**src/rtl/stepper_step_sequencer.sv**
```systemverilog
// APB-controlled step sequencer for one stepper axis: a period timer paces STEP/DIR pulses and coil-phase updates.
// Optional half-step drive is built when STEPSEQ_HALFSTEP_EN is defined.
module stepper_step_sequencer #(
  parameter int unsigned PULSE_W = 4,
  parameter int unsigned CNT_W   = 32
) (
  input  logic        PCLK,
  input  logic        PRESETN,
  input  logic        PSEL,
  input  logic        PENABLE,
  input  logic        PWRITE,
  input  logic [7:0]  PADDR,
  input  logic [31:0] PWDATA,
  output logic [31:0] PRDATA,
  output logic        PREADY,
  output logic        PSLVERR,
  output logic        STEP,
  output logic        DIR,
  output logic [3:0]  PHASE,
  output logic        IRQ
);

`ifdef STEPSEQ_HALFSTEP_EN
  localparam int unsigned IDX_W = 3;
`else
  localparam int unsigned IDX_W = 2;
`endif

  localparam logic [CNT_W-1:0] CNT_ONE    = CNT_W'(1);
  localparam logic [CNT_W-1:0] MIN_PER    = CNT_W'(PULSE_W + 2);
  localparam logic [CNT_W-1:0] PULSE_LAST = CNT_W'(PULSE_W);
  localparam logic [IDX_W-1:0] IDX_ONE    = IDX_W'(1);

  typedef enum logic [1:0] {S_IDLE, S_WAIT, S_SETUP, S_PULSE} state_t;

  state_t             state_q, state_d;
  logic [CNT_W-1:0]   cnt_q, cnt_d;
  logic [CNT_W-1:0]   period_q, period_d;
  logic [CNT_W-1:0]   remaining_q, remaining_d;
  logic               en_q, en_d;
  logic               dir_req_q, dir_req_d;
  logic               irq_en_q, irq_en_d;
  logic               done_q, done_d;
  logic               dir_q, dir_d;
  logic [IDX_W-1:0]   idx_q, idx_d;
  logic [31:0]        prdata_q, prdata_d;
`ifdef STEPSEQ_HALFSTEP_EN
  logic               half_q, half_d;
`endif

  logic               wr_stb, rd_stb, abort, done_set, done_clr, half_rd;
  logic [1:0]         sel;
  logic [CNT_W-1:0]   eff_per;
  logic [IDX_W-1:0]   idx_stepped;
  logic [31:0]        rd_data;
  logic               unused_apb_bits;

  assign wr_stb  = PSEL & PENABLE & PWRITE;
  assign rd_stb  = PSEL & ~PWRITE;
  assign sel     = PADDR[3:2];
  assign abort   = wr_stb && (sel == 2'd2) && PWDATA[3];
  assign eff_per = (period_q < MIN_PER) ? MIN_PER : period_q;
  assign unused_apb_bits = ^{PADDR[7:4], PADDR[1:0], PWDATA};

  function automatic logic [3:0] full_pat(input logic [1:0] k);
    case (k)
      2'd0:    full_pat = 4'b1000;
      2'd1:    full_pat = 4'b0100;
      2'd2:    full_pat = 4'b0010;
      default: full_pat = 4'b0001;
    endcase
  endfunction

`ifdef STEPSEQ_HALFSTEP_EN
  // Full-step mode keeps the 3-bit index even-spaced (2k) and moves it by 2.
  assign half_rd = half_q;
  always_comb begin
    if (half_q) idx_stepped = dir_req_q ? idx_q + IDX_ONE : idx_q - IDX_ONE;
    else        idx_stepped = dir_req_q ? idx_q + IDX_W'(2) : idx_q - IDX_W'(2);
  end

  always_comb begin
    if (half_q) begin
      case (idx_q)
        3'd0:    PHASE = 4'b1000;
        3'd1:    PHASE = 4'b1100;
        3'd2:    PHASE = 4'b0100;
        3'd3:    PHASE = 4'b0110;
        3'd4:    PHASE = 4'b0010;
        3'd5:    PHASE = 4'b0011;
        3'd6:    PHASE = 4'b0001;
        default: PHASE = 4'b1001;
      endcase
    end else begin
      PHASE = full_pat(idx_q[2:1]);
    end
  end
`else
  assign half_rd     = 1'b0;
  assign idx_stepped = dir_req_q ? idx_q + IDX_ONE : idx_q - IDX_ONE;
  assign PHASE       = full_pat(idx_q);
`endif

  always_comb begin
    rd_data = '0;
    case (sel)
      2'd0:    rd_data = 32'(period_q);
      2'd1:    rd_data = 32'(remaining_q);
      2'd2:    rd_data = {27'd0, irq_en_q, 1'b0, half_rd, dir_req_q, en_q};
      default: rd_data = {30'd0, done_q, state_q != S_IDLE};
    endcase
  end

  always_comb begin
    state_d     = state_q;
    cnt_d       = cnt_q;
    period_d    = period_q;
    remaining_d = remaining_q;
    en_d        = en_q;
    dir_req_d   = dir_req_q;
    irq_en_d    = irq_en_q;
    dir_d       = dir_q;
    idx_d       = idx_q;
    prdata_d    = prdata_q;
    done_set    = 1'b0;
    done_clr    = 1'b0;
`ifdef STEPSEQ_HALFSTEP_EN
    half_d      = half_q;
`endif

    // DIR/phase/count update as SETUP is entered so DIR leads the STEP edge by a full cycle.
    unique case (state_q)
      S_IDLE: cnt_d = '0;
      S_WAIT: begin
        if (remaining_q == '0) begin
          state_d  = S_IDLE;
          cnt_d    = '0;
          done_set = 1'b1;
        end else if (en_q) begin
          if (cnt_q >= eff_per - CNT_ONE) begin
            state_d     = S_SETUP;
            cnt_d       = '0;
            dir_d       = dir_req_q;
            idx_d       = idx_stepped;
            remaining_d = remaining_q - CNT_ONE;
          end else begin
            cnt_d = cnt_q + CNT_ONE;
          end
        end
      end
      S_SETUP: begin
        state_d = S_PULSE;
        cnt_d   = cnt_q + CNT_ONE;
      end
      S_PULSE: begin
        if (cnt_q == PULSE_LAST) begin
          if (remaining_q != '0) begin
            state_d = S_WAIT;
            cnt_d   = cnt_q + CNT_ONE;
          end else begin
            state_d  = S_IDLE;
            cnt_d    = '0;
            done_set = 1'b1;
          end
        end else begin
          cnt_d = cnt_q + CNT_ONE;
        end
      end
      default: state_d = S_IDLE;
    endcase

    if (wr_stb) begin
      unique case (sel)
        2'd0: period_d = PWDATA[CNT_W-1:0];
        2'd1: begin
          remaining_d = PWDATA[CNT_W-1:0];
          if (state_d == S_IDLE && PWDATA[CNT_W-1:0] != '0) begin
            state_d = S_WAIT;
            cnt_d   = '0;
          end
        end
        2'd2: begin
          en_d      = PWDATA[0];
          dir_req_d = PWDATA[1];
          irq_en_d  = PWDATA[4];
          if (abort) begin
            state_d     = S_IDLE;
            remaining_d = '0;
            cnt_d       = '0;
            done_set    = 1'b0;
            dir_d       = dir_q;
            idx_d       = idx_q;
          end
`ifdef STEPSEQ_HALFSTEP_EN
          half_d = PWDATA[2];
          if (state_q == S_IDLE && half_q && !PWDATA[2]) idx_d = {idx_q[2:1], 1'b0};
`endif
        end
        default: done_clr = PWDATA[1];
      endcase
    end

    done_d = done_set | (done_q & ~done_clr);
    if (rd_stb) prdata_d = rd_data;
  end

  always_ff @(posedge PCLK or negedge PRESETN) begin
    if (!PRESETN) begin
      state_q     <= S_IDLE;
      cnt_q       <= '0;
      period_q    <= '0;
      remaining_q <= '0;
      en_q        <= 1'b0;
      dir_req_q   <= 1'b0;
      irq_en_q    <= 1'b0;
      done_q      <= 1'b0;
      dir_q       <= 1'b0;
      idx_q       <= '0;
      prdata_q    <= '0;
`ifdef STEPSEQ_HALFSTEP_EN
      half_q      <= 1'b0;
`endif
    end else begin
      state_q     <= state_d;
      cnt_q       <= cnt_d;
      period_q    <= period_d;
      remaining_q <= remaining_d;
      en_q        <= en_d;
      dir_req_q   <= dir_req_d;
      irq_en_q    <= irq_en_d;
      done_q      <= done_d;
      dir_q       <= dir_d;
      idx_q       <= idx_d;
      prdata_q    <= prdata_d;
`ifdef STEPSEQ_HALFSTEP_EN
      half_q      <= half_d;
`endif
    end
  end

  assign STEP    = (state_q == S_PULSE);
  assign DIR     = dir_q;
  assign IRQ     = done_q & irq_en_q;
  assign PRDATA  = prdata_q;
  assign PREADY  = 1'b1;
  assign PSLVERR = 1'b0;

endmodule

```
**config.mk**
```make
export PLATFORM = sky130hd
export DESIGN_NAME = stepper_step_sequencer
export DESIGN_NICKNAME = d
export VERILOG_FILES = /design/src/rtl/stepper_step_sequencer.sv
export SDC_FILE = /design/constraint.sdc
export NUM_CORES = 1
export LEC_CHECK = 0
export ABC_CLOCK_PERIOD_IN_PS = 6200
export CORE_MARGIN = 3
export CORE_UTILIZATION = 58
export CTS_CLUSTER_SIZE = 40
export DETAILED_ROUTE_END_ITERATION = 6
export PLACE_DENSITY = 0.86
export SKIP_LAST_GASP = 1
export SYNTH_ARGS = -nofsm -noshare
export SYNTH_HDL_FRONTEND = slang
export SYNTH_SLANG_ARGS = --single-unit
```
**constraint.sdc**
```tcl
create_clock -name PCLK -period 6.2 [get_ports PCLK]
set_input_delay 0.93 -clock PCLK [delete_from_list [all_inputs] [get_ports PCLK]]
set_output_delay 0.93 -clock PCLK [all_outputs]
set_load 0.05 [all_outputs]
```
==> metrics <==
layout cells sized above 1 about a tenth; DPL Wire Length 15800 um; # setup viols final 0; Max Cap Viol 0; GR Layer Usage met3 7.89%; Hold Vio Cnt, Final 0; Hold WS 474 ps; area leader, netlist dfrtp_1; Port Buffers 77; reg-to-reg critical path startpoint period_q[6]; drt via density roughly 6.6; GR Overflow Total 0; M1 GR Usage 38.1%; Post-Syn Area 8260 um2; met2 GRT Util 48.2%; worst IR drop on VDD between 200 and 250 uV; Hold Path Sink PRDATA[26]; synthesized flop and latch total 137; DP Worst Slack 636 ps; Hold Path Stages 2; vias in the first global route between 7k and 8k; initial antenna violation count 0; Sw Ratio around 39%; Post-synth top cells dfrtp_1, nand2_1, o21ai_0, nor2_1, nand3_1; ys flop type dfrtp_1; H-tree levels 4; Crit Path Max Fanout 11; WP data arrival 6000 ps; Routability Congestion 0.869; Seq pwr share 37.7%; Hold-fix buffers, CTS 0; row cnt 42; wire per inst 20.2 um; Die Height 125 um; CP Capture Type register; GRT Overall Usage 29.6%; CTS buffer count 17; CP Launch Type register; post-CTS setup buffer count 0; DRC violation count after routing 0; category of the most critical setup path reg -> reg; Final TNS setup 0 ps; die area 15700 um2; Clock Tree Buf Depth 2; Final Util 71.4%; cts repair resizes 0; Hold Crit Start PRDATA[26]; core box area 13600 um2; count of cell types in the netlist 64; Final Power 3.30 mW; total number of yosys warnings 0; Initial Util 60.7%; largest cells by area after synthesis dfrtp_1, ha_1, nand2_1, mux2_2, o21ai_0; Worst-Margin Slew about 1200 ps; router iterations before antenna repair 6; Tcrit/Tclk final between 90% and 100%; final wirelength about 23000 um; TritonCTS clock tree yes; upper clock frequency limit 0.176 GHz; area delta synth->final 17.7%; Slew HR a little over a fifth; power share of the combinational group 32.3%; count leader, synth dfrtp_1; clk_lat worst skew about 440 ps; min cycle time layout 5690 ps; Seq/Total Area, Yosys 41.5%; Final Non-Filler Cells 1144; Worst-path clk slew 60 ps; cell count after placement approximately 1.1k; # clock sinks ~140; Worst R2R Setup Slack 510 ps; via count roughly 7.5k; Die Wd about 130 um; Post-synth EDFFs 0; ys async rst share 100%; Int Pwr just over 2 mW; NumNets Final roughly 1.0k; Cells after Synth between 800 and 900; DR iter-0 viols 822; worst min path class reg -> reg; Pleak 3.97 nW; Clock Power Share 30.1%; post-synth top area share 41.5%; Max Slew Vio Count 0; fin area 9720 um2; cell area power density 339 nW/um2; busiest grt layer met2; Post-DP Area 9150 um2; Net Count, Synth between 900 and 1k; Antenna diodes 0; unrepaired setup endpoints after global routing no; Final WS setup 513 ps; largest net degree at the start of global routing 76; Reg-to-Reg End remaining_q[31]; Top Ports 86; syn_area_per_cell between 9 and 10 um2; Clock Tree Root clkbuf_16; Worst EP required 6520 ps; Antenna Nets Post-Route 0; Reg2Reg Depth 20; first-pass GRT wire length 37500 um; outcome completed; Psw about 1.3 mW; skew final between 10 and 15 ps
==> worst max-delay path: stages, from the launching register on <==
cell	delay (ps)
dfrtp_1	430
or4_4	570
or4_1	590
nor4_4	290
and3_4	270
nand2_1	50
nand2_1	80
ha_1	310
nand2_2	170
nor4_1	270
xnor2_1	110
ha_1	300
nand4_1	110
nor2_1	110
a211oi_1	80
o41ai_1	520
a31o_2	400
buf_4	230
nand2_1	110
o211a_1	280
a211o_1	280
==> cell families after synthesis <==
| kind of cell | count (synthesis) | synth area share (%) |
|---|---|---|
| buffers and inverters | 58 | 3.04 |
| other | 2 | 0.0909 |
| AOI/OAI and AO/OA | 193 | 14.6 |
| and+or+nand+nor | 364 | 22.6 |
| muxes | 38 | 5.16 |
| xor gates and xnor gates | 58 | 6.15 |
| adders and majority gates | 45 | 6.81 |
| DFF | 137 | 41.5 |
==> how the worst max path moves through the flow <==
stage                     start         endpoint  slack, ps  cells after the start
floorplan           period_q[6]        cnt_q[26]        990                     23
global placement    period_q[6]        cnt_q[31]        770                     20
detailed placement  period_q[6]        cnt_q[31]        640                     20
CTS                 period_q[6]  remaining_q[31]        600                     20
global route        period_q[4]  remaining_q[31]        160                     20
finish              period_q[6]  remaining_q[31]        510                     20
==> cell type report <==
type / count / area (um2)
Inverter: 10 / 37.5
Clock inverter: 12 / 116
Tap cell: 176 / 220
Fill cell: 979 / 3890
Clock buffer: 20 / 457
Multi-Input combinational cell: 700 / 4590
Sequential cell: 137 / 3430
Timing Repair Buffer: 89 / 875
==> layer usage <==
metal  vias to the layer above  share of wire, %
li1                       3423                 -
met1                      3614                40
met2                       429                48
met3                        72               8.9
met4                         0               3.0
met5                         -                 0
==> power by group through the flow <==
stage / clock [mW] / sequential, mW / combinational [mW]
floorplan: 0 / 1.28 / 0.669
global placement: 0 / 1.24 / 1.01
detailed placement: 0 / 1.24 / 1.04
CTS: 0.996 / 1.23 / 1.05
global route: 1.04 / 1.26 / 1.15
finish: 0.991 / 1.24 / 1.06
==> layout by cell type, fill, tap and decap left out, types with 16 or more instances in the layout <==
master / count
clkbuf_16: 17
a21oi_1: 39
xnor2_1: 23
mux2_2: 37
xor2_1: 35
dfrtp_1: 137
ha_1: 45
nand2_1: 113
nor3_1: 16
o21ai_0: 72
nand4_1: 17
clkdlybuf4s50_1: 76
nand3_1: 47
nor2_1: 56
a22oi_1: 30
and3_1: 20
nor4_1: 33
a311oi_1: 18
==> state kept, by name, summed over array words and instances (netlist names) <==
name	cells
dir_req_q	1
irq_en_q	1
idx_q	2
remaining_q	32
period_q	32
en_q	1
PRDATA	32
state_q	2
done_q	1
DIR	1
cnt_q	32
(Power assumes the default switching activity.)
